[config.mk]
export PLATFORM = sky130hd
export DESIGN_NAME = tag_arbiter_sa
export DESIGN_NICKNAME = d
export VERILOG_FILES = /design/src/rtl/tag_arb_pkg.sv /design/src/rtl/rrip_victim_sel.sv /design/src/rtl/tag_arbiter_sa.sv
export SDC_FILE = /design/constraint.sdc
export NUM_CORES = 1
export LEC_CHECK = 0
export CAP_MARGIN = 20
export CELL_PAD_IN_SITES_DETAIL_PLACEMENT = 1
export CELL_PAD_IN_SITES_GLOBAL_PLACEMENT = 1
export CORE_MARGIN = 10
export CORE_UTILIZATION = 35
export DETAILED_ROUTE_END_ITERATION = 10
export PLACE_DENSITY_LB_ADDON = 0.1
export SYNTH_ARGS = -nofsm -noshare
export SYNTH_HDL_FRONTEND = slang
export SYNTH_SLANG_ARGS = --single-unit
[constraint.sdc]
create_clock -name clk -period 12.46 [get_ports clk]
set_input_delay 3.115 -clock clk [delete_from_list [all_inputs] [get_ports clk]]
set_output_delay 3.115 -clock clk [all_outputs]
set_load 0.03 [all_outputs]
[src/rtl/tag_arb_pkg.sv]
// rtl/tag_arb_pkg.sv - shared widths, sync FSM states and line record for tag_arbiter_sa
package tag_arb_pkg;

    function automatic int clog2_min1(input int n);
        return (n <= 2) ? 1 : $clog2(n);
    endfunction

    localparam int DEF_ADDR_WID   = 32;
    localparam int DEF_OFFSET_WID = 4;
    localparam int DEF_SET_NUM    = 4;
    localparam int DEF_WAY_NUM    = 4;
    localparam int DEF_M_WIDTH    = 2;
    localparam int DEF_SET_WID    = clog2_min1(DEF_SET_NUM);
    localparam int DEF_WAY_WID    = clog2_min1(DEF_WAY_NUM);
    localparam int DEF_TAG_WID    = DEF_ADDR_WID - DEF_SET_WID - DEF_OFFSET_WID;

    typedef enum logic [1:0] {
        SYNC_IDLE,
        SYNC_SCAN,
        SYNC_WB,
        SYNC_DONE
    } sync_state_t;

    typedef struct packed {
        logic                   valid;
        logic                   dirty;
        logic [DEF_M_WIDTH-1:0] rrpv;
        logic [DEF_TAG_WID-1:0] tag;
    } line_t;

endpackage

[src/rtl/rrip_victim_sel.sv]
// rtl/rrip_victim_sel.sv - SRRIP victim pick and refill aging delta for one set
module rrip_victim_sel #(
    parameter int WAY_NUM = 4,
    parameter int M_WIDTH = 2,
    parameter int WAY_WID = 2
) (
    input  logic [WAY_NUM-1:0]              valid,
    input  logic [WAY_NUM-1:0][M_WIDTH-1:0] rrpv,
    output logic [WAY_WID-1:0]              victim_way,
    output logic [M_WIDTH-1:0]              age_delta
);

    localparam logic [M_WIDTH-1:0] RRPV_MAX = '1;

    logic               found_inv;
    logic [M_WIDTH-1:0] best;

    always_comb begin
        victim_way = '0;
        found_inv  = 1'b0;
        best       = '0;
        for (int i = WAY_NUM - 1; i >= 0; i--) begin
            if (!valid[i]) begin
                victim_way = WAY_WID'(i);
                found_inv  = 1'b1;
            end
        end
        // >= lets a later (higher) way win an RRPV tie
        if (!found_inv) begin
            for (int i = 0; i < WAY_NUM; i++) begin
                if (rrpv[i] >= best) begin
                    best       = rrpv[i];
                    victim_way = WAY_WID'(i);
                end
            end
        end
        // Filling an empty way leaves the ages of the others untouched
        age_delta = found_inv ? '0 : (RRPV_MAX - best);
    end

endmodule

[src/rtl/tag_arbiter_sa.sv]
// rtl/tag_arbiter_sa.sv - set-associative tag manager with SRRIP victim and dirty sync engine (TAG_ARB_PERF_CNT_EN adds hit/miss counters)
module tag_arbiter_sa
    import tag_arb_pkg::*;
#(
    parameter  int ADDR_WID   = DEF_ADDR_WID,
    parameter  int OFFSET_WID = DEF_OFFSET_WID,
    parameter  int SET_NUM    = DEF_SET_NUM,
    parameter  int WAY_NUM    = DEF_WAY_NUM,
    parameter  int M_WIDTH    = DEF_M_WIDTH,
    localparam int SET_WID    = clog2_min1(SET_NUM),
    localparam int WAY_WID    = clog2_min1(WAY_NUM),
    localparam int TAG_WID    = ADDR_WID - SET_WID - OFFSET_WID
) (
    input  logic                clk,
    input  logic                rst,
    input  logic                access_valid,
    input  logic                access_wr,
    input  logic [ADDR_WID-1:0] access_addr,
    output logic                access_ready,
    output logic                hit,
    output logic                miss,
    output logic [WAY_WID-1:0]  hit_way,
    output logic [WAY_WID-1:0]  victim_way,
    output logic                victim_dirty,
    output logic [TAG_WID-1:0]  victim_tag,
    input  logic                refill_valid,
    input  logic [ADDR_WID-1:0] refill_addr,
    input  logic                valid_clear,
    input  logic                sync_req,
    output logic                sync_busy,
    output logic                sync_done,
    output logic                wb_req,
    output logic [SET_WID-1:0]  wb_set,
    output logic [WAY_WID-1:0]  wb_way,
    output logic [TAG_WID-1:0]  wb_tag,
    input  logic                wb_ack,
    output logic [31:0]         hit_cnt,
    output logic [31:0]         miss_cnt
);

    localparam int LINES   = SET_NUM * WAY_NUM;
    localparam int IDX_WID = clog2_min1(LINES);
    localparam logic [M_WIDTH-1:0] RRPV_MAX = '1;
    localparam logic [M_WIDTH-1:0] RRPV_INS = M_WIDTH'(RRPV_MAX - 1'b1);

    typedef struct packed {
        logic               valid;
        logic               dirty;
        logic [M_WIDTH-1:0] rrpv;
        logic [TAG_WID-1:0] tag;
    } line_s;

    line_s lines [SET_NUM][WAY_NUM];

    sync_state_t          state, state_nxt;
    logic [IDX_WID-1:0]   idx, idx_nxt;

    logic [SET_WID-1:0]              acc_set;
    logic [TAG_WID-1:0]              acc_tag, ref_tag;
    logic                            hit_any;
    logic [WAY_NUM-1:0]              set_valid;
    logic [WAY_NUM-1:0][M_WIDTH-1:0] set_rrpv;
    logic [M_WIDTH-1:0]              age_delta;
    logic [M_WIDTH:0]                age_sum [WAY_NUM];
    logic [M_WIDTH-1:0]              aged    [WAY_NUM];
    logic                            refill_en, clear_en, wb_done, scan_hit, idx_last;
    logic                            unused_addr_bits;

    assign acc_set = access_addr[OFFSET_WID +: SET_WID] & SET_WID'(SET_NUM - 1);
    assign acc_tag = access_addr[ADDR_WID-1 -: TAG_WID];
    assign ref_tag = refill_addr[ADDR_WID-1 -: TAG_WID];
    assign unused_addr_bits = ^{access_addr[OFFSET_WID-1:0], refill_addr[OFFSET_WID+SET_WID-1:0]};

    always_comb begin
        hit_any = 1'b0;
        hit_way = '0;
        for (int w = WAY_NUM - 1; w >= 0; w--) begin
            set_valid[w] = lines[acc_set][w].valid;
            set_rrpv[w]  = lines[acc_set][w].rrpv;
            if (lines[acc_set][w].valid && lines[acc_set][w].tag == acc_tag) begin
                hit_any = 1'b1;
                hit_way = WAY_WID'(w);
            end
        end
    end

    rrip_victim_sel #(
        .WAY_NUM (WAY_NUM),
        .M_WIDTH (M_WIDTH),
        .WAY_WID (WAY_WID)
    ) u_victim_sel (
        .valid      (set_valid),
        .rrpv       (set_rrpv),
        .victim_way (victim_way),
        .age_delta  (age_delta)
    );

    always_comb begin
        for (int w = 0; w < WAY_NUM; w++) begin
            age_sum[w] = {1'b0, set_rrpv[w]} + {1'b0, age_delta};
            aged[w]    = age_sum[w][M_WIDTH] ? RRPV_MAX : age_sum[w][M_WIDTH-1:0];
        end
    end

    assign access_ready = (state == SYNC_IDLE);
    assign sync_busy    = (state != SYNC_IDLE);
    assign sync_done    = (state == SYNC_DONE);
    assign wb_req       = (state == SYNC_WB);
    assign hit          = access_valid & access_ready & hit_any;
    assign miss         = access_valid & access_ready & ~hit_any;
    assign victim_dirty = lines[acc_set][victim_way].valid & lines[acc_set][victim_way].dirty;
    assign victim_tag   = lines[acc_set][victim_way].tag;

    assign wb_set   = SET_WID'(idx / WAY_NUM);
    assign wb_way   = WAY_WID'(idx % WAY_NUM);
    assign wb_tag   = lines[wb_set][wb_way].tag;
    assign scan_hit = lines[wb_set][wb_way].valid & lines[wb_set][wb_way].dirty;
    assign idx_last = (idx == IDX_WID'(LINES - 1));

    // A refill is only a commit for an access the arbiter accepted, so it waits out a sync
    assign refill_en = refill_valid & access_ready;
    assign clear_en  = valid_clear & ~sync_busy;
    assign wb_done   = wb_req & wb_ack;

    always_comb begin
        state_nxt = state;
        idx_nxt   = idx;
        case (state)
            SYNC_IDLE: if (sync_req) begin
                state_nxt = SYNC_SCAN;
                idx_nxt   = '0;
            end
            SYNC_SCAN: begin
                if (scan_hit)      state_nxt = SYNC_WB;
                else if (idx_last) state_nxt = SYNC_DONE;
                else               idx_nxt   = idx + IDX_WID'(1);
            end
            SYNC_WB: if (wb_ack) begin
                if (idx_last) state_nxt = SYNC_DONE;
                else begin
                    state_nxt = SYNC_SCAN;
                    idx_nxt   = idx + IDX_WID'(1);
                end
            end
            default: state_nxt = SYNC_IDLE;
        endcase
    end

    always_ff @(posedge clk) begin
        if (rst) begin
            state <= SYNC_IDLE;
            idx   <= '0;
        end else begin
            state <= state_nxt;
            idx   <= idx_nxt;
        end
    end

    always_ff @(posedge clk) begin
        if (rst) begin
            for (int s = 0; s < SET_NUM; s++)
                for (int w = 0; w < WAY_NUM; w++)
                    lines[s][w] <= '0;
        end else if (clear_en) begin
            for (int s = 0; s < SET_NUM; s++)
                for (int w = 0; w < WAY_NUM; w++) begin
                    lines[s][w].valid <= 1'b0;
                    lines[s][w].dirty <= 1'b0;
                end
        end else begin
            for (int w = 0; w < WAY_NUM; w++) begin
                if (refill_en && WAY_WID'(w) == victim_way) begin
                    lines[acc_set][w] <= '{1'b1, 1'b0, RRPV_INS, ref_tag};
                end else begin
                    if (refill_en && lines[acc_set][w].valid)
                        lines[acc_set][w].rrpv <= aged[w];
                    // A hit on a non-victim way keeps its promotion over the refill aging
                    if (hit && WAY_WID'(w) == hit_way) begin
                        lines[acc_set][w].rrpv <= '0;
                        if (access_wr)
                            lines[acc_set][w].dirty <= 1'b1;
                    end
                end
            end
            if (wb_done)
                lines[wb_set][wb_way].dirty <= 1'b0;
        end
    end

`ifdef TAG_ARB_PERF_CNT_EN
    always_ff @(posedge clk) begin
        if (rst) begin
            hit_cnt  <= '0;
            miss_cnt <= '0;
        end else begin
            if (hit)  hit_cnt  <= hit_cnt + 32'd1;
            if (miss) miss_cnt <= miss_cnt + 32'd1;
        end
    end
`else
    assign hit_cnt  = '0;
    assign miss_cnt = '0;
`endif

endmodule
Word-level counts from Yosys, hierarchy flattened --
Memory sizes are Yosys's and may differ from the RTL's. A register that Yosys moved wholly into a read port is not among the register bits. Cells that the tools add are included.
Storage, ports and cells: RAM bits 480, memories kept 1, input bits 72, flip-flop bits (word level) 6, word-level logic and storage cells 307
Memories:
- lines | depth 4, bits a word 120, read ports 2, clocked after Yosys merged registers in 1, write ports 4, RTL line tag_arbiter_sa.sv:53 | line_s lines [SET_NUM][WAY_NUM];
Cells by class: reduce and logical (&&, ||, !) cells 26, mux-type cells 191, equality and inequality tests 18, add/sub/neg operators 6, bitwise gates (word level) 56, order comparisons 7
Operator list (count):
- 2-to-1 mux 120 bit | 4
- OR reduction 120 bit | 2
- 2-to-1 mux 1 bit | 129
- binary-select mux 30 bit (select 2 bit) | 2
- 2-to-1 mux 30 bit | 4
- equality test 26 bit | 4
- 2-to-1 mux 2 bit | 43
- demux 30 bit (select 2 bit) | 1
- bitwise OR 1 bit | 44
- 2-to-1 mux 29 bit | 1
- logical AND 1 bit | 17
- 2-to-1 mux 16 bit | 1
- 2-to-1 mux 4 bit | 4
- adder 2 x 2 -> 3 bit | 4
- case mux 4 bit (3 select lines) | 1
- AND 1 bit | 8
- equality test 2 bit, first input constant | 4
- greater-or-equal comparator 2 bit | 3
- greater-or-equal comparator 3 bit, second input constant | 2
- zero test 2 bit | 3
- NOT 2 -> 3 bit | 2
- case mux 2 bit (3 select lines) | 1
- adder 4 x 1 -> 4 bit, second input constant | 1
- equality test 1 x 2 -> 1 bit, first input constant | 2
- 14 further kinds | 17

Longest topological paths before layout --
Gate-level depths: netlist of run 1. An unclocked memory read counts as a cell.
depth in word-level cells 26, depth in mapped cells 32

Hierarchy --
Synthesis of run 1 repeated with hierarchy kept, for this count alone.
Unflattened totals: cells, all modules 2175, area total of the unflattened synthesis 29499.5 µm²
Modules (own cells, without submodules):
- tag_arbiter_sa | instances 1, cells an instance 2134, area each 29183.0 µm², sequential area each 14574.0 µm²
- rrip_victim_sel | instances 1, cells an instance 41, area each 316.6 µm², sequential area each 0.0 µm²

Least setup slack after synthesis of run 1 --
Ideal clock, no wire load.
path type input -> output, start input port access_addr[4], end output port victim_tag[12], path buffers 12, data arrival time 9.203 ns, slack 0.142 ns, stages 31, cell sequence buf_6 > buf_12 > buf_8 > buf_8 > buf_6 > buf_6 > buf_6 > buf_2 > buf_2 > mux4_2 > inv_1 > ha_1 > inv_1 > a21oi_1 > mux2i_1 > inv_1 > ha_1 > nor2b_1 > o21bai_1 > nand2_1 > o21ai_0 > ha_1 > nand2b_1 > a21oi_1 > a41o_1 > inv_1 > clkbuf_1 > buf_1 > clkbuf_1 > nand2_1 > a31oi_1
On the way: longest elaborated chain between the ends 17, elaborated cells between the ends (all ways) 28, classes of those cells 4 x order compare; 22 x mux; 1 x bitwise; 1 x memory
Ends and longest elaborated chain:
- start, declared | RTL line tag_arbiter_sa.sv:18 | input logic [ADDR_WID-1:0] access_addr,
- memory (4 x 120 bit) *
- greater-or-equal comparator 2 x 1 -> 1 bit | RTL line rrip_victim_sel.sv:31 | if (rrpv[i] >= best) begin
- 2-to-1 mux 2 bit | RTL line rrip_victim_sel.sv:31
- 2-to-1 mux 2 bit | RTL line rrip_victim_sel.sv:29 | if (!found_inv) begin
- greater-or-equal comparator 2 bit | RTL line rrip_victim_sel.sv:31
- 2-to-1 mux 2 bit | RTL line rrip_victim_sel.sv:31
- 2-to-1 mux 2 bit | RTL line rrip_victim_sel.sv:29
- greater-or-equal comparator 2 bit | RTL line rrip_victim_sel.sv:31
- 2-to-1 mux 2 bit | RTL line rrip_victim_sel.sv:31
- 2-to-1 mux 2 bit | RTL line rrip_victim_sel.sv:29
- greater-or-equal comparator 2 bit | RTL line rrip_victim_sel.sv:31
- 2-to-1 mux 2 bit | RTL line rrip_victim_sel.sv:31
- 2-to-1 mux 2 bit * | RTL line rrip_victim_sel.sv:29
- named net victim_way[1] | RTL line tag_arbiter_sa.sv:23 | output logic [WAY_WID-1:0] victim_way,
- NOT 2 -> 3 bit (not written as such) * | RTL line tag_arbiter_sa.sv:112 | assign victim_tag = lines[acc_set][victim_way].tag;
- binary-select mux 30 bit (select 2 bit) * | RTL line tag_arbiter_sa.sv:112
- 2-to-1 mux 30 bit (not written as such) * (2 in a row) | RTL line tag_arbiter_sa.sv:112
- end, declared | RTL line tag_arbiter_sa.sv:25 | output logic [TAG_WID-1:0] victim_tag,
Mark *: on every way through the listed nets, which the timed path passes. The rest lies on a longest branch. The select of a mux whose other input is x is not followed.

Final worst setup path of run 1 --
start input port access_addr[4], end output port victim_tag[5]
On the way: longest elaborated chain between the ends 17, elaborated cells between the ends (all ways) 28, classes of those cells 4 x order compare; 22 x mux; 1 x bitwise; 1 x memory
Ends and longest elaborated chain (RTL line):
- memory (4 x 120 bit) *
- greater-or-equal comparator 2 x 1 -> 1 bit | rrip_victim_sel.sv:31
- 2-to-1 mux 2 bit | rrip_victim_sel.sv:31
- 2-to-1 mux 2 bit | rrip_victim_sel.sv:29
- greater-or-equal comparator 2 bit | rrip_victim_sel.sv:31
- 2-to-1 mux 2 bit | rrip_victim_sel.sv:31
- 2-to-1 mux 2 bit | rrip_victim_sel.sv:29
- greater-or-equal comparator 2 bit | rrip_victim_sel.sv:31
- 2-to-1 mux 2 bit | rrip_victim_sel.sv:31
- 2-to-1 mux 2 bit | rrip_victim_sel.sv:29
- greater-or-equal comparator 2 bit | rrip_victim_sel.sv:31
- 2-to-1 mux 2 bit | rrip_victim_sel.sv:31
- 2-to-1 mux 2 bit | rrip_victim_sel.sv:29
- NOT 2 -> 3 bit (not written as such) | tag_arbiter_sa.sv:112
- binary-select mux 30 bit (select 2 bit) * | tag_arbiter_sa.sv:112
- 2-to-1 mux 30 bit (not written as such) * (2 in a row) | tag_arbiter_sa.sv:112
Mark *: on every way between the ends. The rest lies on a longest branch, timed or not. The select of a mux whose other input is x is not followed.

==> results.md, run 1 <==
* Clock group share of total power at 35.1%
* First-pass GRT wire length at 164000 microns
* Final hold vios at 0
* Sequential share of power at 39.7%
* Clk Latency, worst-skew pair at 0.65 ns
* P&R area growth vs syn at 14.6%
* Power per cell area at 149 nW/um^2
* Leak at 11.8 nW
* Die height at 308 microns
* Final wirelength at 117000 microns
* Core area at 82100 sq um
* Commonest non-fill, non-tap cell in the layout: edfxtp_1
* Flops & latches, synth at 488
* CP Capture Type: output port
* Most frequent cells in the layout: edfxtp_1, and2_1, mux4_2, nand2_1, clkdlybuf4s50_1
* Post-synth cell types at 79
* Comb power frac at 25.2%
* Layout cell share with drive strength beyond 1 at 20.0%
* Top FF cell, synth: edfxtp_1
* Placed standard-cell area at 31400 sq um
* Fin util at 40.5%
* Clock skew at 0.0279 ns
* Status: complete, no violations
* Post-synth top area share at 49.7%
* Hold_sp: idx[1]$_SDFFE_PP0P_
* Vias in the first global route at 20631
* H-tree depth at 2
* DP Wirelength at 75600 microns
* Max Freq at 0.0849 GHz
* Hold buffer count at cts at 0
* DR iter-0 viols at 2289
* Die width at 308 microns
* Initial antenna violation count at 10
* Worst hold path class: reg -> reg
* RSZ-0062 raised after global routing: no
* Largest net degree at the start of global routing at 87
* Area share of and/or/nand/nor cells after synthesis at 15.2%
* Post-CTS Setup Inserts at 0
* Critical path launch point: access_addr[4]
* DR pass1 iterations at 6
* Avg WL per Cell at 34.5 microns
* TritonCTS clock tree: done
* Worst path required time at 9.34 ns
* GRT Resource Usage Total at 24.5%
* Xor-xnor portion of the synthesized cell area at 2.90%
* Sequential cell area fraction in the yosys report at 50.3%
* Finished Cell Area at 33200 sq um
* Rel. slew slack at 33.1%
* Post-synthesis mux area share at 20.7%
* Site Rows at 105
* Final Max Slew Viols at 0
* I/O Buffers at 128
* Syn Inst Count at 2206
* Clock buffer depth at 3
* Setup crit start kind: input pin
* Max cap viols at 0
* Post-Syn Area at 29000 sq um
* Number of synthesized flops with an enable pin at 480
* Synth Area in Compound Gates at 4.79%
* Root Buffer Master: clkbuf_16
* Setup TNS at 0 ns
* Number of remaining DRC errors at 0
* Area contributors post-synth: edfxtp_1, mux4_2, and2_1, mux2i_1, xnor2_1
* Nets at 2382
* Vias per cell at 5.81
* Starting Density at 35.3%
* Synth Area in Adders at 1.23%
* Resize count post-CTS at 0
* Largest family of logic cells by synthesized area: multiplexers
* Grt ovf at 0
* Routability cong. at 0.864
* Crit path max fanout at 55
* WP data arrival at 8.66 ns
* Number of setup violations in the final report at 0
* Peak VDD IR at 0.105 mV
* Final ANT Viol Nets at 0
* Cts bufs inserted at 57
* R2R Path Start: lines[2][116]$_SDFFCE_PN0P_
* Final min period at 11.77 ns
* Syn_area_per_cell at 13.1 sq um
* IO Pins at 203
* Final worst path period share at 94.5%
* Async SR Flop Fraction at 0%
* Worst-Margin Slew at 1.00 ns
* Worst-path clk slew at 0.05 ns
* Top cell type by total area after synthesis: edfxtp_1
* Switch Pwr at 1.57 mW
* Yosys warnings at 0
* CTS sink cnt at 488
* Die footprint at 94700 sq um
* DR vias at 19761
* Internal power at 3.37 mW
* Switching share of power at 31.8%
* CP Class: in -> out
[registers in the layout (all words and copies together), names as in the netlist, named ones only]
| name | flops |
|---|---|
| idx | 4 |
| state | 2 |
| lines | 480 |
[kinds of logic after synthesis]
kind of cell | Yosys count
DFF | 488
muxes | 318
buffers and inverters | 273
other | 1
adders and majority gates | 26
xor gates and xnor gates | 96
and+or+nand+nor | 798
AOI/OAI and AO/OA | 206
[routing by layer]
metal	routed length [microns]	up-vias	global-route usage, %
met4	3360	2	6.52
met1	49200	10502	32.6
met5	8	-	0
li1	-	8307	-
met2	56900	786	41.2
met3	7990	164	3.92
[cells in the mapped netlist (12+ instances only)]
cell type	number
and2_1	421
mux2i_1	83
nor2_1	87
ha_1	22
o21ai_0	31
inv_1	32
buf_2	12
clkbuf_1	126
buf_4	67
nor3_1	24
nand2_1	147
edfxtp_1	480
xnor2_1	74
a21oi_1	46
nand4_1	21
and3_1	31
or2_2	17
mux4_2	223
buf_1	17
a211oi_1	18
a31oi_1	28
nand3_1	20
xor2_1	22
[worst paths after layout]
path | end | slack (ns) | cells after the start
worst max-delay path | victim_tag[5] | 0.69 | 20
worst min-delay path | idx[1]$_SDFFE_PP0P_ | 0.53 | 2
worst max register to register | lines[1][80]$_SDFFCE_PN0P_ | 5.00 | 22
worst min register to register | idx[1]$_SDFFE_PP0P_ | 0.53 | 2
[final cells by class]
| cell class | instances | area, sq um |
|---|---|---|
| Fill cell | 8431 | 48900 |
| Antenna cell | 2 | 5.00 |
| Sequential cell | 488 | 14600 |
| Timing Repair Buffer | 194 | 1940 |
| Tap cell | 1070 | 1340 |
| Clock inverter | 36 | 372 |
| Inverter | 35 | 131 |
| Multi-Input combinational cell | 1508 | 13400 |
| Clock buffer | 67 | 1510 |
[metrics by stage]
| step | hold slack, ns | worst slack (ns) | instances | power [mW] |
|---|---|---|---|---|
| floorplan | 0.549 | 0.142 | 2269 | 2.68 |
| global placement | 0.513 | 0.729 | 3294 | 3.23 |
| detailed placement | 0.539 | 0.648 | 3295 | 3.24 |
| CTS | 0.547 | 0.620 | 3398 | 4.98 |
| global route | 0.568 | 0.342 | 3398 | 5.10 |
| finish | 0.535 | 0.687 | 3400 | 4.95 |
[power groups by stage]
stage	registers, mW	clock network [mW]	logic, mW
3_3_place_gp	1.99	0	1.24
6_report	1.96	1.74	1.25
5_1_grt	1.98	1.82	1.31
2_1_floorplan	1.98	0	0.702
4_1_cts	1.96	1.76	1.25
3_5_place_dp	2.00	0	1.25
[worst max-delay path, cell delays in order]
cell,delay [ns]
buf_8,0.20
mux4_2,0.58
ha_1,0.31
nand2b_1,0.14
a21oi_1,0.38
mux2i_1,0.35
inv_1,0.08
ha_1,0.30
nor2b_1,0.17
o21bai_1,0.14
o21ai_0,0.34
ha_1,0.29
nand2b_1,0.14
a21oi_1,0.40
a41o_2,0.32
buf_12,0.27
and3_1,0.23
a211oi_1,0.05
a21oi_1,0.46
buf_4,0.27
Power figures use the tool's default switching activity.
==> run 2, diff against run 1 <==
- GPL_TIMING_DRIVEN: default -> 0
==> results.md, run 2 (synthesized netlist as in run 1, its figures left out) <==
* Cts bufs inserted at 57
* Max cap viols at 0
* CTS sink cnt at 488
* Starting Density at 35.3%
* Avg WL per Cell at 39.3 microns
* Multi-input logic area at 13500 sq um
* Crit path max fanout at 19
* Slowest cell delay on critical path at 0.39 ns
* CP Class: in -> out
* Power per cell area at 148 nW/um^2
* Final wirelength at 142000 microns
* H-tree depth at 2
* Leak at 12.6 nW
* DR vias at 21944
* Reg with most FFs: lines
* First-pass GRT wire length at 190000 microns
* Vias in the first global route at 22322
* Fin util at 42.3%
* Commonest non-fill, non-tap cell in the layout: edfxtp_1
* Site Rows at 105
* Core area at 82100 sq um
* Vias per cell at 6.09
* Worst path top cell family by delay: buffers and inverters
* Final hold vios at 0
* Largest net degree at the start of global routing at 27
* Hold buffer count at cts at 0
* Grt ovf at 0
* Most frequent cells in the layout: edfxtp_1, and2_1, mux4_2, nand2_1, clkbuf_1
* Design Power at 5.13 mW
* Number of setup violations in the final report at 0
* Rel. slew slack at 16.8%
* Filler cell count at 8448
* Slowest CP cell: dlygate4sd2_1
* DR pass1 iterations at 6
* Die width at 308 microns
* Worst-path clk slew at 0.06 ns
* RSZ-0062 raised after global routing: no
* Clk Latency, worst-skew pair at 0.65 ns
* P&R area growth vs syn at 19.8%
* GRT Resource Usage Total at 29.3%
* Setup crit start kind: input pin
* Layout cell share with drive strength beyond 1 at 22.5%
* Worst hold slack at 0.608 ns
* R2r setup slk at 5.36 ns
* Peak VDD IR at 0.118 mV
* Final Max Slew Viols at 0
* Clock skew at 0.0280 ns
* IO Pins at 203
* DP Wirelength at 106000 microns
* Sequential cell area at 14600 sq um
* TritonCTS clock tree: done
* Die footprint at 94700 sq um
* DR iter-0 viols at 2837
* Final min period at 12.24 ns
* Initial antenna violation count at 9
* Root Buffer Master: clkbuf_16
* CP Capture Type: output port
* Met3 usage at 5.31%
* Clock buffer depth at 3
* I/O Buffers at 111
* Max Freq at 0.0817 GHz
* Crit path buf inv count at 12
* Final worst path period share at 98.2%
* Worst hold path class: reg -> reg
* Final ANT Viol Nets at 0
* Nets at 2579
* Regs by FF count: lines x480, idx x4, state x2
* Status: complete, no violations
* Die height at 308 microns
* Routability cong. at 1.00
* Most Crowded Layer GR: met2
* WP data arrival at 9.12 ns
* GR Util met1 at 38.6%
* Largest register FFs at 480
* Number of remaining DRC errors at 0
* Met2 Use GR at 47.1%
* Worst path required time at 9.34 ns
* Worst-Margin Slew at 1.24 ns
run 2: changes by cell type in the layout (fill, tap and decap cells not counted), moves of 11 or more:
cell / previous run / this run
clkbuf_1: 8 / 116
buf_6: 1 / 19
buf_8: 1 / 19
nor2_1: 70 / 87
a31oi_1: 27 / 11
clkdlybuf4s15_2: 0 / 16
nor2_4: 16 / 0
clkdlybuf4s50_1: 99 / 84
a31oi_2: 1 / 12
run 2: layer usage:
layer	wire length, microns	part of all wire, %
met5	8	0.0056
met4	6540	4.6
met3	12200	8.6
met2	66100	47
met1	56800	40
run 2: power by group:
group	total, mW	internal, mW	switching [mW]
logic	1.34	0.455	0.882
registers	1.97	1.91	0.0613
clock network	1.82	1.07	0.753
total	5.13	3.43	1.70
run 2: repair_timing:
item / 4_1_cts / 5_1_grt
resized for setup: 169 / 42
buffers inserted: 0 / 3
gates cloned: 2 / 0
endpoints found under the setup margin: 499 / 29
run 2: final timing paths:
check                           cells past startpoint                    endpoint                         from
worst max-delay path                               27              victim_tag[13]               access_addr[5]
worst min-delay path                                2       state[0]$_SDFFE_PP0P_        state[0]$_SDFFE_PP0P_
worst max register to register                     22  lines[0][52]$_SDFFCE_PN0P_  lines[3][116]$_SDFFCE_PN0P_
worst min register to register                      2       state[0]$_SDFFE_PP0P_        state[0]$_SDFFE_PP0P_
run 2: cell type report:
cell class	instances	share of cell area, %
repair buffers	158	5.29
flip-flops and latches	488	42.0
diodes	2	0.0144
multi-input cells	1508	38.7
well taps	1070	3.85
clock buffers	64	4.18
inverters	35	0.378
plain buffers	233	4.11
clock inverters	44	1.47
run 2: tightest hold or removal path: stages (launching register included):
cell and delay, ns:
dfxtp_1 0.37, mux2i_1 0.14, nor2_1 0.05
run 2: stage by stage:
| step | setup slack (ns) | TNS (ns) | instances | cell area (sq um) |
|---|---|---|---|---|
| 2_1_floorplan | 0.142 | 0 | 2269 | 29200 |
| 3_3_place_gp | -4.55 | -895.05 | 3450 | 31700 |
| 3_5_place_dp | -4.69 | -695.98 | 3486 | 32300 |
| 4_1_cts | 0.00767 | 0 | 3591 | 34600 |
| 5_1_grt | 0.0626 | 0 | 3600 | 34700 |
| 6_report | 0.225 | 0 | 3602 | 34700 |
==> run 3, diff against run 2 <==
- CTS_BUF_LIST: default -> sky130_fd_sc_hd__clkbuf_8 sky130_fd_sc_hd__clkbuf_16
==> results.md, run 3 (synthesized netlist as in run 1, its figures left out) <==
* Status: complete, no violations
* Starting Density at 35.3%
* Power per cell area at 147 nW/um^2
* I/O Buffers at 111
* DR pass1 iterations at 5
* Sequential share of power at 38.5%
* Max Used Layer: met5
* Internal power at 3.43 mW
* Crit path max fanout at 19
* Reg with most FFs: lines
* Hold path depth at 2
* Number of setup violations in the final report at 0
* Most frequent cells in the layout: edfxtp_1, and2_1, mux4_2, nand2_1, clkbuf_1
* Worst-Margin Slew at 1.27 ns
* DR WL met2 at 66100 microns
* Switch Pwr at 1.70 mW
* Site Rows at 105
* Avg WL per Cell at 39.3 microns
* Vias in the first global route at 22322
* Vias per cell at 6.10
* Clock buffer depth at 3
* Setup TNS at 0 ns
* Nets at 2579
* DR iter-0 viols at 2846
* Placed cell count at 3486
* Worst setup margin at 0.236 ns
* Die width at 308 microns
* CP Class: in -> out
* Final wirelength at 142000 microns
* Number of remaining DRC errors at 0
* Max Freq at 0.0818 GHz
* IO Pins at 203
* Core area at 82100 sq um
* RSZ-0062 raised after global routing: no
* Setup crit start kind: input pin
* Final worst path period share at 98.1%
* Grt ovf at 0
* Regs by FF count: lines x480, idx x4, state x2
* Max cap viols at 0
* Final hold vios at 0
* DR vias at 21985
* Die height at 308 microns
* First-pass GRT wire length at 190000 microns
* CP Capture Type: output port
* Worst path required time at 9.34 ns
* Switching share of power at 33.1%
* Leak at 12.6 nW
* Worst hold path class: reg -> reg
* Clock group share of total power at 35.4%
* Cts bufs inserted at 57
* Met3 routed WL at 12300 microns
* DP Wirelength at 106000 microns
* Final ANT Viol Nets at 0
* Final Max Slew Viols at 0
* Worst-path clk slew at 0.06 ns
* Peak VDD IR at 0.119 mV
* Commonest non-fill, non-tap cell in the layout: edfxtp_1
* H-tree depth at 2
* Pre-CTS WS at -4.69 ns
* Cells on worst reg2reg path at 22
* CTS sink cnt at 488
* Layout cell share with drive strength beyond 1 at 22.5%
* P&R area growth vs syn at 19.9%
* TritonCTS clock tree: done
* Die footprint at 94700 sq um
* Worst hold slack at 0.608 ns
* Rel. slew slack at 15.2%
* Wl on met1 at 56600 microns
* WP data arrival at 9.11 ns
* Clk Latency, worst-skew pair at 0.65 ns
* Initial antenna violation count at 9
* Root Buffer Master: clkbuf_16
* Largest register FFs at 480
* GRT Resource Usage Total at 29.3%
* Largest net degree at the start of global routing at 27
* Final min period at 12.22 ns
* Hold buffer count at cts at 0
* Routability cong. at 1.00
* Comb power frac at 26.1%
* Clock skew at 0.0276 ns
* Final Non-Filler Cells at 3605
## run 3: cell count changes in the layout (fill, tap and decap cells not counted), sizes merged
cell	delta
diode	+3
inv	+7
clkbuf	-7
## run 3: through the flow
stage	total power [mW]	area (sq um)	util, %
final	5.12	34700	42.3
after global routing	5.24	34700	42.3
after CTS	5.10	34600	42.1
after detailed placement	3.28	32300	39.3
after global placement	3.24	31700	38.6
after floorplan	2.68	29200	-
## run 3: critical path, cell delays in order
cell and delay, ns:
buf_6 0.23, buf_8 0.27, buf_12 0.25, buf_4 0.27, buf_6 0.23, mux4_2 0.28
inv_1 0.06, ha_1 0.27, inv_1 0.06, a21oi_4 0.20, mux2i_2 0.30, inv_1 0.08
ha_1 0.30, nor2b_1 0.20, o21bai_2 0.12, o21ai_1 0.24, ha_1 0.28, nand2b_1 0.19
a21oi_4 0.25, o2111ai_1 0.15, nand2_1 0.18, inv_2 0.14, clkbuf_4 0.29, clkbuf_8 0.29
a211oi_2 0.29, a21oi_2 0.11, dlygate4sd2_1 0.39
## run 3: power groups by stage
stage | Sequential, mW | Combinational, mW | Clock [mW]
2_1_floorplan | 1.98 | 0.702 | 0
3_3_place_gp | 2.00 | 1.24 | 0
3_5_place_dp | 2.00 | 1.28 | 0
4_1_cts | 1.97 | 1.30 | 1.83
5_1_grt | 1.98 | 1.37 | 1.88
6_report | 1.97 | 1.34 | 1.81
## run 3: timing repair
item                                    in CTS  in global routing
resized for setup                          169                 42
endpoints found under the setup margin     499                 29
gates cloned                                 2                  0
buffers inserted                             0                  3
hold endpoints to repair                     0                  0
## run 3: final timing paths
check                              startpoint                    endpoint  slack (ns)
hold reg to reg         state[0]$_SDFFE_PP0P_       state[0]$_SDFFE_PP0P_        0.61
setup / recovery               access_addr[5]              victim_tag[13]        0.24
setup reg to reg  lines[3][116]$_SDFFCE_PN0P_  lines[0][52]$_SDFFCE_PN0P_        5.36
hold / removal          state[0]$_SDFFE_PP0P_       state[0]$_SDFFE_PP0P_        0.61
## run 3: metal layers
metal,vias up,global-route usage [%]
li1,8723,-
met1,11714,38.6
met2,1282,47.1
met3,264,5.31
met4,2,12.5
met5,-,0
## run 3: cell type report
type                            instances  area, sq um
Inverter                               35          131
Clock buffer                           57         1430
Multi-Input combinational cell       1508        13500
Tap cell                             1070         1340
Timing Repair Buffer                  158         1840
Buffer                                233         1430
Clock inverter                         51          537
Sequential cell                       488        14600
Fill cell                            8447        47400
Antenna cell                            5         12.5
==> RTL change: new RTL, settings of run 2 <==
Build with the macro `TAG_ARB_PERF_CNT_EN` defined.
--- a/src/rtl/tag_arbiter_sa.sv
+++ b/src/rtl/tag_arbiter_sa.sv
@@ -1,4 +1,6 @@
 // rtl/tag_arbiter_sa.sv - set-associative tag manager with SRRIP victim and dirty sync engine (TAG_ARB_PERF_CNT_EN adds hit/miss counters)
+`define TAG_ARB_PERF_CNT_EN
+
 module tag_arbiter_sa
     import tag_arb_pkg::*;
 #(
Function: not settled (the Yosys comparison gave no result); the edit may change what the design does.
==> RTL change against run 2 <==
The run now ends with max-capacitance violations left; total power rose by 9.8%; worst setup slack lost 28 ps; area after synthesis rose by 13%; wire length increased by 22%; via count increased by 22%; hold slack worse by 110 ps; sequential share of layout area fell by 2.2 points; critical path depth rose by 1; design area increased by 15%; sequential cell count grew 64; first-iteration DRC count increased by 11%; register-to-register slack gained 240 ps; clock skew about the same; critical path type unchanged; largest cell class is now multi-input combinational cells; highest routed layer unchanged.
==> RTL change: results (changes against run 2) <==
stage,metric,value,unit,change
run_status,status,"finished, violations left",,
run_status,failing checks,max-capacitance violations,,
pwr,leakage,14.1,nW,+12%
critical_path,R2R setup slack,5600,ps,+240 ps
cells_and_area,Largest regs,"lines x480, hit_cnt x32, miss_cnt x32",,
timing,hold_ws,502,ps,-107 ps
hold_path,Hold Path Sink,miss_cnt[10]$_SDFFE_PP0P_,,
global_routing,met2 Use GR,50.5,%,+3.5 points
critical_path,Reg-to-Reg End,lines[3][12]$_SDFFCE_PN0P_,,
global_routing,GR Util met1,41.4,%,+2.8 points
placed_design,DP HPWL,132000,um,+25%
drt,routed len/inst,40.6,um,+3.3%
global_routing,GR Util met3,6.68,%,+1.4 points
cells_and_area,fraction of layout cells with a size suffix above 1,18.7,%,-3.8 points
placed_design,Placed Area,37100,um2,+15%
drt,via count of the routed design,26700,,+22%
synthesis,Mean Syn Cell Area,12.4,um2,-5.7%
synthesis,Synth top cells by count,"edfxtp_1 (480), and2_1 (431), mux4_2 (220), nand2_1 (169), clkbuf_1 (168)",,
placed_design,Final GP Congestion,1.02,,+1.8%
global_routing,first-pass GRT wire length,235000,um,+23%
cells_and_area,Final #Nets,3041,,+18%
placed_design,Port Buffers,169,,+52%
hold_path,min-delay src,miss_cnt[10]$_SDFFE_PP0P_,,
timing,clock skew,28.0,ps,+0.0228 ps
drt,DRT iter0 DRCs,3159,,+11%
job,max-cap violation count,1,,+1
global_routing,gr usage total,31.9,%,+2.6 points
placed_design,pre-CTS setup slack,-5620,ps,-930 ps
synthesis,Unique masters post-synth,91,,+15%
timing,Slew HR,0.562,%,-16 points
critical_path,crit path max fanout,11,,-8
global_routing,largest net degree at the start of global routing,20,,-26%
critical_path,critical path's slowest cell,o31ai_4,,
synthesis,"top cells by area, synth","edfxtp_1 (44%), mux4_2 (15%), and2_1 (8.2%), dfxtp_1 (4.4%), mux2i_1 (2.2%)",,
cts,CTS Buf Count,70,,+23%
placed_design,Cells after DPL,4115,,+18%
synthesis,post-synthesis sequential area ratio,48.4,%,-1.8 points
critical_path,largest stage delay on the critical path,480,ps,+90 ps
## RTL change: cells by family (layout without fill, tap and decap cells)
kind of cell	count (synthesis)	count (layout)	synth area share (%)
AO/OA/AOI/OAI	300	300	6.23
XOR/XNOR	87	87	2.35
other	0	6	0
AND/OR/NAND/NOR	1060	1060	18.3
multiplexers	354	354	19.9
adder cells (fa/ha/maj)	27	27	1.12
flip-flops	552	552	48.4
buffers and inverters	261	617	3.64
## RTL change: worst max path at each step
stage,startpoint,to,slack [ps],depth (start not counted)
2_1_floorplan,access_addr[5],victim_tag[10],1,29
3_3_place_gp,access_addr[5],lines[2][14]$_SDFFCE_PN0P_,-6680,26
3_5_place_dp,access_addr[5],victim_tag[1],-5620,30
4_1_cts,access_addr[5],victim_tag[15],10,28
5_1_grt,access_addr[5],victim_tag[15],60,29
6_report,access_addr[5],victim_tag[22],200,28
## RTL change: cell type report
cell class                 instances  area, um2
multi-input combinational       1828      16000
fill                            9758      53100
buffer                           222       1210
tap                             1254       1570
clock buffer                      90       1930
sequential                       552      15900
timing repair buffer             234       2760
inverter                          34        133
antenna                            6       15.0
clock inverter                    37        415
## RTL change: report_power, final
part / switching, mW / internal (mW) / leakage (nW)
clock network: 0.870 / 1.28 / 1.15
logic: 0.893 / 0.425 / 7.42
registers: 0.0553 / 2.11 / 5.56
## RTL change: timing repair
action	in CTS	in global routing
cloned	1	0
buffers inserted	4	6
pin swaps	1	1
resized for setup	144	15
endpoints found under the setup margin	577	27
hold endpoints to repair	0	0
## RTL change: routing by layer
layer / share of wire, % / vias to the layer above
li1: - / 10700
met1: 41 / 14200
met2: 46 / 1450
met3: 8.3 / 376
met4: 5.3 / 6
met5: 0.025 / -
